File: src/rtl/alu_mp_seq_pkg.sv
// Shared types for the multi-precision ALU sequencer: request ops, FSM states,
// the core ALU opcode encoding and the fixed operands used on the carry-fix pass.
package definitions;

  typedef enum logic [1:0] {
    MP_ADD  = 2'b00,
    MP_SUB  = 2'b01,
    MP_LSL1 = 2'b10,
    MP_CMP  = 2'b11
  } mp_op_e;

  typedef enum logic [2:0] {
    ST_IDLE,
    ST_RDA,
    ST_RDB,
    ST_EXEC,
    ST_FIX,
    ST_WR,
    ST_DONE
  } mp_state_e;

  // Core ALU opcode encoding, shared with the execute stage.
  typedef enum logic [7:0] {
    ALU_ADD = 8'h00,
    ALU_SUB = 8'h01,
    ALU_AND = 8'h02,
    ALU_OR  = 8'h03,
    ALU_XOR = 8'h04,
    ALU_LSL = 8'h05,
    ALU_LSR = 8'h06
  } op_code;

  localparam logic [7:0] FIX_INC     = 8'd1;
  localparam logic [7:0] FIX_OR_MASK = 8'h01;
  localparam logic [7:0] LSL_SHIFT   = 8'd1;

endpackage

File: src/rtl/alu_mp_seq_carry.sv
// Derives the byte carry-out (c1) and the carry-fix carry-out (c2) from the
// ALU operands and result; the core ALU's own flags are not used.
module alu_mp_seq_carry
  import definitions::*;
(
  input  mp_op_e     op,
  input  logic [7:0] rs,
  input  logic [7:0] rt,
  input  logic [7:0] result,
  output logic       c1,
  output logic       c2
);

  // On the fix pass rs holds the pre-fix byte, so a SUB borrow is rs == 0.
  always_comb begin
    c1 = 1'b0;
    c2 = 1'b0;
    case (op)
      MP_ADD: begin
        c1 = (result < rs);
        c2 = (result == 8'h00);
      end
      MP_LSL1: begin
        c1 = rs[7];
        c2 = 1'b0;
      end
      default: begin
        c1 = (rs < rt);
        c2 = (rs == 8'h00);
      end
    endcase
  end

endmodule

File: src/rtl/alu_mp_seq.sv
// Multi-precision ADD/SUB/LSL1 sequencer driving the 8-bit ALU one byte at a time.
// Define ALU_MP_SEQ_CMP_EN to enable op 11 as CMP (SUB without write-back).
module alu_mp_seq
  import definitions::*;
#(
  parameter int AW = 8,
  parameter int LW = 4
) (
  input  logic          CLK,
  input  logic          reset,
  input  logic          start_i,
  input  logic [1:0]    op_i,
  input  logic [AW-1:0] a_addr_i,
  input  logic [AW-1:0] b_addr_i,
  input  logic [AW-1:0] d_addr_i,
  input  logic [LW-1:0] len_i,
  output logic          busy_o,
  output logic          done_o,
  output logic          carry_o,
  output logic          zero_o,
  output logic [AW-1:0] mem_addr_o,
  output logic          mem_we_o,
  output logic [7:0]    mem_wdata_o,
  input  logic [7:0]    mem_rdata_i,
  output logic [7:0]    alu_rs_o,
  output logic [7:0]    alu_rt_o,
  output logic [8:0]    alu_op_o,
  input  logic [7:0]    alu_result_i
);

  mp_state_e     state, state_nx;
  mp_op_e        op_q;
  logic [AW-1:0] a_base, b_base, d_base;
  logic [LW-1:0] len_q, i_q;
  logic [7:0]    a_q, r_q;
  logic          c_q, c1_q, acc_q, carry_q, zero_q;
  logic          op_ok, wr_inhibit, c1, c2, last_byte;
  logic [AW-1:0] idx;
  op_code        alu_opc;

`ifdef ALU_MP_SEQ_CMP_EN
  assign op_ok      = 1'b1;
  assign wr_inhibit = (op_q == MP_CMP);
`else
  assign op_ok      = (op_i != MP_CMP);
  assign wr_inhibit = 1'b0;
`endif

  assign idx       = AW'(i_q);
  assign last_byte = (i_q == len_q);
  assign busy_o    = (state != ST_IDLE);
  assign done_o    = (state == ST_DONE);
  assign carry_o   = carry_q;
  assign zero_o    = zero_q;

  alu_mp_seq_carry u_carry (
    .op     (op_q),
    .rs     (alu_rs_o),
    .rt     (alu_rt_o),
    .result (alu_result_i),
    .c1     (c1),
    .c2     (c2)
  );

  // NOTE: every output and the next state get a default first, so no path
  // through the case statement can leave a latch behind.
  always_comb begin
    state_nx    = state;
    mem_addr_o  = '0;
    mem_we_o    = 1'b0;
    mem_wdata_o = 8'h00;
    alu_rs_o    = 8'h00;
    alu_rt_o    = 8'h00;
    alu_opc     = ALU_ADD;
    alu_op_o    = '0;
    case (state)
      ST_IDLE: if (start_i && op_ok) state_nx = ST_RDA;
      ST_RDA: begin
        mem_addr_o = a_base + idx;
        state_nx   = (op_q == MP_LSL1) ? ST_EXEC : ST_RDB;
      end
      ST_RDB: begin
        mem_addr_o = b_base + idx;
        state_nx   = ST_EXEC;
      end
      ST_EXEC: begin
        if (op_q == MP_LSL1) begin
          alu_rs_o = mem_rdata_i;
          alu_rt_o = LSL_SHIFT;
          alu_opc  = ALU_LSL;
        end else begin
          alu_rs_o = a_q;
          alu_rt_o = mem_rdata_i;
          if (op_q == MP_ADD) alu_opc = ALU_ADD;
          else                alu_opc = ALU_SUB;
        end
        alu_op_o = {alu_opc, 1'b0};
        state_nx = c_q ? ST_FIX : ST_WR;
      end
      ST_FIX: begin
        alu_rs_o = r_q;
        case (op_q)
          MP_ADD: begin
            alu_rt_o = FIX_INC;
            alu_opc  = ALU_ADD;
          end
          MP_LSL1: begin
            alu_rt_o = FIX_OR_MASK;
            alu_opc  = ALU_OR;
          end
          default: begin
            alu_rt_o = FIX_INC;
            alu_opc  = ALU_SUB;
          end
        endcase
        alu_op_o = {alu_opc, 1'b0};
        state_nx = ST_WR;
      end
      ST_WR: begin
        mem_we_o    = ~wr_inhibit;
        mem_addr_o  = d_base + idx;
        mem_wdata_o = r_q;
        state_nx    = last_byte ? ST_DONE : ST_RDA;
      end
      ST_DONE: state_nx = ST_IDLE;
      default: state_nx = ST_IDLE;
    endcase
  end

  // NOTE: state is updated with non-blocking assignments so every register
  // samples the values from before the edge, independent of statement order.
  always_ff @(posedge CLK) begin
    if (reset) begin
      state   <= ST_IDLE;
      op_q    <= MP_ADD;
      a_base  <= '0;
      b_base  <= '0;
      d_base  <= '0;
      len_q   <= '0;
      i_q     <= '0;
      a_q     <= 8'h00;
      r_q     <= 8'h00;
      c_q     <= 1'b0;
      c1_q    <= 1'b0;
      acc_q   <= 1'b0;
      carry_q <= 1'b0;
      zero_q  <= 1'b0;
    end else begin
      state <= state_nx;
      case (state)
        ST_IDLE: if (start_i && op_ok) begin
          op_q   <= mp_op_e'(op_i);
          a_base <= a_addr_i;
          b_base <= b_addr_i;
          d_base <= d_addr_i;
          len_q  <= len_i;
          i_q    <= '0;
          c_q    <= 1'b0;
          acc_q  <= 1'b1;
        end
        ST_RDB: a_q <= mem_rdata_i;
        ST_EXEC: begin
          r_q  <= alu_result_i;
          c1_q <= c1;
          if (!c_q) c_q <= c1;
        end
        ST_FIX: begin
          r_q <= alu_result_i;
          c_q <= c1_q | c2;
        end
        ST_WR: begin
          acc_q <= acc_q & (r_q == 8'h00);
          // Flags are latched on the way into DONE and held until the next run.
          if (last_byte) begin
            carry_q <= c_q;
            zero_q  <= acc_q & (r_q == 8'h00);
          end else begin
            i_q <= i_q + LW'(1);
          end
        end
        default: ;
      endcase
    end
  end

endmodule

File: config.mk
export PLATFORM = sky130hd
export DESIGN_NAME = alu_mp_seq
export DESIGN_NICKNAME = d
export VERILOG_FILES = /design/src/rtl/alu_mp_seq_pkg.sv /design/src/rtl/alu_mp_seq_carry.sv /design/src/rtl/alu_mp_seq.sv
export SDC_FILE = /design/constraint.sdc
export NUM_CORES = 1
export LEC_CHECK = 0
export ABC_CLOCK_PERIOD_IN_PS = 4130
export BUFFER_PORTS_ARGS = -buffer_cell sky130_fd_sc_hd__buf_2
export CAP_MARGIN = 20
export CORE_ASPECT_RATIO = 0.75
export CORE_MARGIN = 4
export CORE_UTILIZATION = 32
export CTS_CLUSTER_SIZE = 16
export DETAILED_ROUTE_END_ITERATION = 10
export PLACE_DENSITY = 0.61
export SLEW_MARGIN = 40
export SYNTH_ARGS = -nofsm -noshare
export SYNTH_HDL_FRONTEND = slang
export SYNTH_HIERARCHICAL = 1
export SYNTH_SLANG_ARGS = --single-unit
File: constraint.sdc
create_clock -name CLK -period 4.13 [get_ports CLK]
set_clock_uncertainty 0.2 [all_clocks]
set_input_delay 0.826 -clock CLK [delete_from_list [all_inputs] [get_ports CLK]]
set_output_delay 0.826 -clock CLK [all_outputs]
set_load 0.02 [all_outputs]
==> metrics.md <==
| Metric | Value |
|---|---|
| Status | complete, no violations |
| N_diodes | 0 |
| Starting Density | 33.4% |
| Top post-synthesis cells by count | nand2_1, a21oi_1, dfxtp_1, inv_1, nor2_1 |
| Max cap viols | 0 |
| Area delta synth->final | 25.9% |
| DRC viols | 0 |
| Worst skew pair latency | 0.32 ns |
| Layout cells sized above 1 | 22.0% |
| Sequential fraction of the synthesis area | 33.2% |
| Post-synth ARST share | 0% |
| Total GRT Usage | 16.5% |
| Die ar. | 12700 um2 |
| Worst Max-Slew Pin Slew | 0.779 ns |
| Fmax | 256 MHz |
| Min-delay src | a_q[0]$_SDFFE_PP0N_ |
| Main flop type after synthesis | dfxtp_1 |
| Routed length on met1 | 5310 um |
| Maximum VDD drop | 0.239 mV |
| Synth top area share | 33.2% |
| R2r worst-path depth | 12 |
| GRT overflow | 0 |
| Uppermost layer routed | met4 |
| Buffers & Inverters on Critical Path | 3 |
| Count of unique library cells instantiated by Yosys | 57 |
| Worst-path clk slew | 0.05 ns |
| P_leak | 0.00185 uW |
| Fillers | 1098 |
| Power per cell area | 431 nW/um2 |
| Critical Path Start Type | flop |
| Number of flops mapped to enable cells by yosys | 0 |
| # Post-CTS Setup Buffers | 0 |
| Number of global-route vias before repair | 3287 |
| Place WS | 0.450 ns |
| Port Buffers | 88 |
| Setup violations, final | 0 |
| Final setup TNS | 0 ns |
| Clock Path Buffers | 2 |
| Crit-path cells | nand3b_2 > clkinv_1 > a21oi_1 > a21o_1 > inv_1 > fa_1 > nor2b_1 > o21ai_1 > a21oi_2 > a211oi_2 > a31o_1 > buf_2 |
| Reg2reg end | c_q$_SDFFE_PP0P_ |
| Slowest CP cell | fa_1 |
| TritonCTS clock tree | yes |
| Final WL | 10500 um |
| Final Hold Fails | 0 |
| Flop-to-flop setup slack | 0.59 ns |
| DPL Wire Length | 8170 um |
| Die Span X | 129 um |
| Fin nets | 623 |
| Yosys reg bits | 58 |
| Num CTS Buffers | 9 |
| Largest area contributor in the netlist | dfxtp_1 |
| Slew Limit Headroom | 47.9% |
| RSZ-0062 raised after global routing | no |
| DIE HEIGHT | 98.5 um |
| Drt first pass iters | 4 |
| Setup slack after layout | 0.220 ns |
| Post-Layout Inst Area | 4400 um2 |
| Top-count cell post-synth | nand2_1 |
| First-pass GRT wire length | 16900 um |
| Core outline area | 10500 um2 |
| Syn avg cell area | 7.37 um2 |
| Sink Count | 58 |
| Antenna Nets Post-Route | 0 |
| Min cycle time layout | 3.91 ns |
| 1st-iter DRT viols | 212 |
| Crit end category | output pin |
| H-tree Lvls | 3 |
| Worst min path class | reg -> reg |
| Critical Path AT | 2.88 ns |
| Final slew viol count | 0 |
| Final worst-path cycle share | 94.7% |
| Synth warnings | 6 |
| Met2 wire length | 4600 um |
| Worst r2r src | state[1]$_SDFFE_PP0P_ |
| Avg Vias per Cell | 5.04 |
| Synth top area cells | dfxtp_1, nand2_1, a21oi_1 |
| CP top delay family | compound AO/OA/AOI/OAI gates |
| Post-DP Area | 4040 um2 |
| Root buffer cell | clkbuf_16 |
| Hold endpoint | a_q[0]$_SDFFE_PP0N_ |
| Syn Inst Count | 474 |
| Worst Hold Depth | 2 |
| Cell Rows | 32 |
| WL met3 | 512 um |
| Kind of critical path | reg -> out |
| GP Congestion | 0.873 |
| I/O pin total | 95 |
| Critical path peak fanout | 10 |
| Largest net degree at the start of global routing | 59 |
| Synth Cell Area | 3490 um2 |
| CP max stage delay | 0.41 ns |
| Vias | 3503 |
| WP data required | 3.10 ns |
| DR WL/cell | 15.2 um |
| Initial antenna violation count | 0 |
[layout make-up]
| cell class | instances | area [um2] | share of cell area [%] |
|---|---|---|---|
| Clock buffer | 12 | 256 | 5.83 |
| Clock inverter | 4 | 97.6 | 2.22 |
| Inverter | 23 | 86.3 | 1.96 |
| Multi-Input combinational cell | 364 | 2110 | 47.9 |
| Sequential cell | 58 | 1160 | 26.4 |
| Tap cell | 136 | 170 | 3.87 |
| Timing Repair Buffer | 98 | 518 | 11.8 |
[worst max path at each step]
| stage | start | end | cells past startpoint |
|---|---|---|---|
| after floorplan | state[2]$_SDFFE_PP0P_ | mem_addr_o[7] | 11 |
| after global placement | state[0]$_SDFFE_PP0P_ | mem_addr_o[6] | 11 |
| after detailed placement | state[0]$_SDFFE_PP0P_ | mem_addr_o[6] | 12 |
| after CTS | state[0]$_SDFFE_PP0P_ | mem_addr_o[6] | 12 |
| after global routing | state[1]$_SDFFE_PP0P_ | mem_addr_o[6] | 12 |
| final | state[1]$_SDFFE_PP0P_ | mem_addr_o[6] | 12 |
[tightest hold or removal path: stages, from the launching register on]
cell and delay [ns]:
dfxtp_1 0.30, nand2_1 0.05, a21oi_1 0.05
[placed cells by master, fill, tap and decap left out, types with 8 or more instances in the layout]
master	n
nand2_1	112
buf_2	87
a21oi_1	58
dfxtp_1	57
inv_1	22
nor2_1	22
nand3_1	19
ha_1	19
o21ai_0	17
and2_1	16
buf_4	11
mux2i_1	10
nor3_1	9
clkbuf_16	9
nor2b_1	8
[where the power goes]
group / total [uW] / internal (uW) / leakage (uW) / switching (uW)
clock network: 875 / 622 / 0.000169 / 253
logic: 376 / 142 / 0.00121 / 234
registers: 644 / 604 / 0.000472 / 39.7
total: 1890 / 1370 / 0.00185 / 527
[routing by layer]
layer  global-route usage [%]  vias up
li1                         -     1755
met1                     24.4     1653
met2                     24.4       84
met4                     3.71        0
met5                        0        -
met3                     3.47       11
[metrics by stage]
stage	instances	util, %	power (uW)	hold slack (ns)
2_1_floorplan	479	-	906	0.232
3_3_place_gp	679	38.6	1020	0.242
3_5_place_dp	679	38.6	1020	0.249
4_1_cts	695	42.0	1900	0.256
5_1_grt	695	42.1	1980	0.278
6_report	695	42.1	1890	0.252
[sequential cells by signal, summed over array words and instances (netlist names)]
signal   cells
a_base       8
carry_o      1
state        3
i_q          4
acc_q        1
op_q         2
c1_q         1
zero_o       1
r_q          8
len_q        4
d_base       8
a_q          8
b_base       8
c_q          1
[cells by family (layout without fill, tap and decap cells)]
kind of cell    count (synthesis)  in the layout  synth area share (%)
other cells                     1              6                 0.107
buf+inv                        57            137                  7.27
fa+ha+maj                      20             20                  7.38
xor+xnor                        9              9                  2.26
flops                          58             58                  33.2
compound gates                110            110                  19.2
mux                            10             10                  2.87
simple gates                  209            209                  27.7
[what timing repair did]
item,CTS,global route
hold buffers,0,0
gates resized for setup,0,3
setup endpoints to repair,0,3
hold endpoints to repair,0,0
No activity file was read; power rests on OpenSTA's default activity.
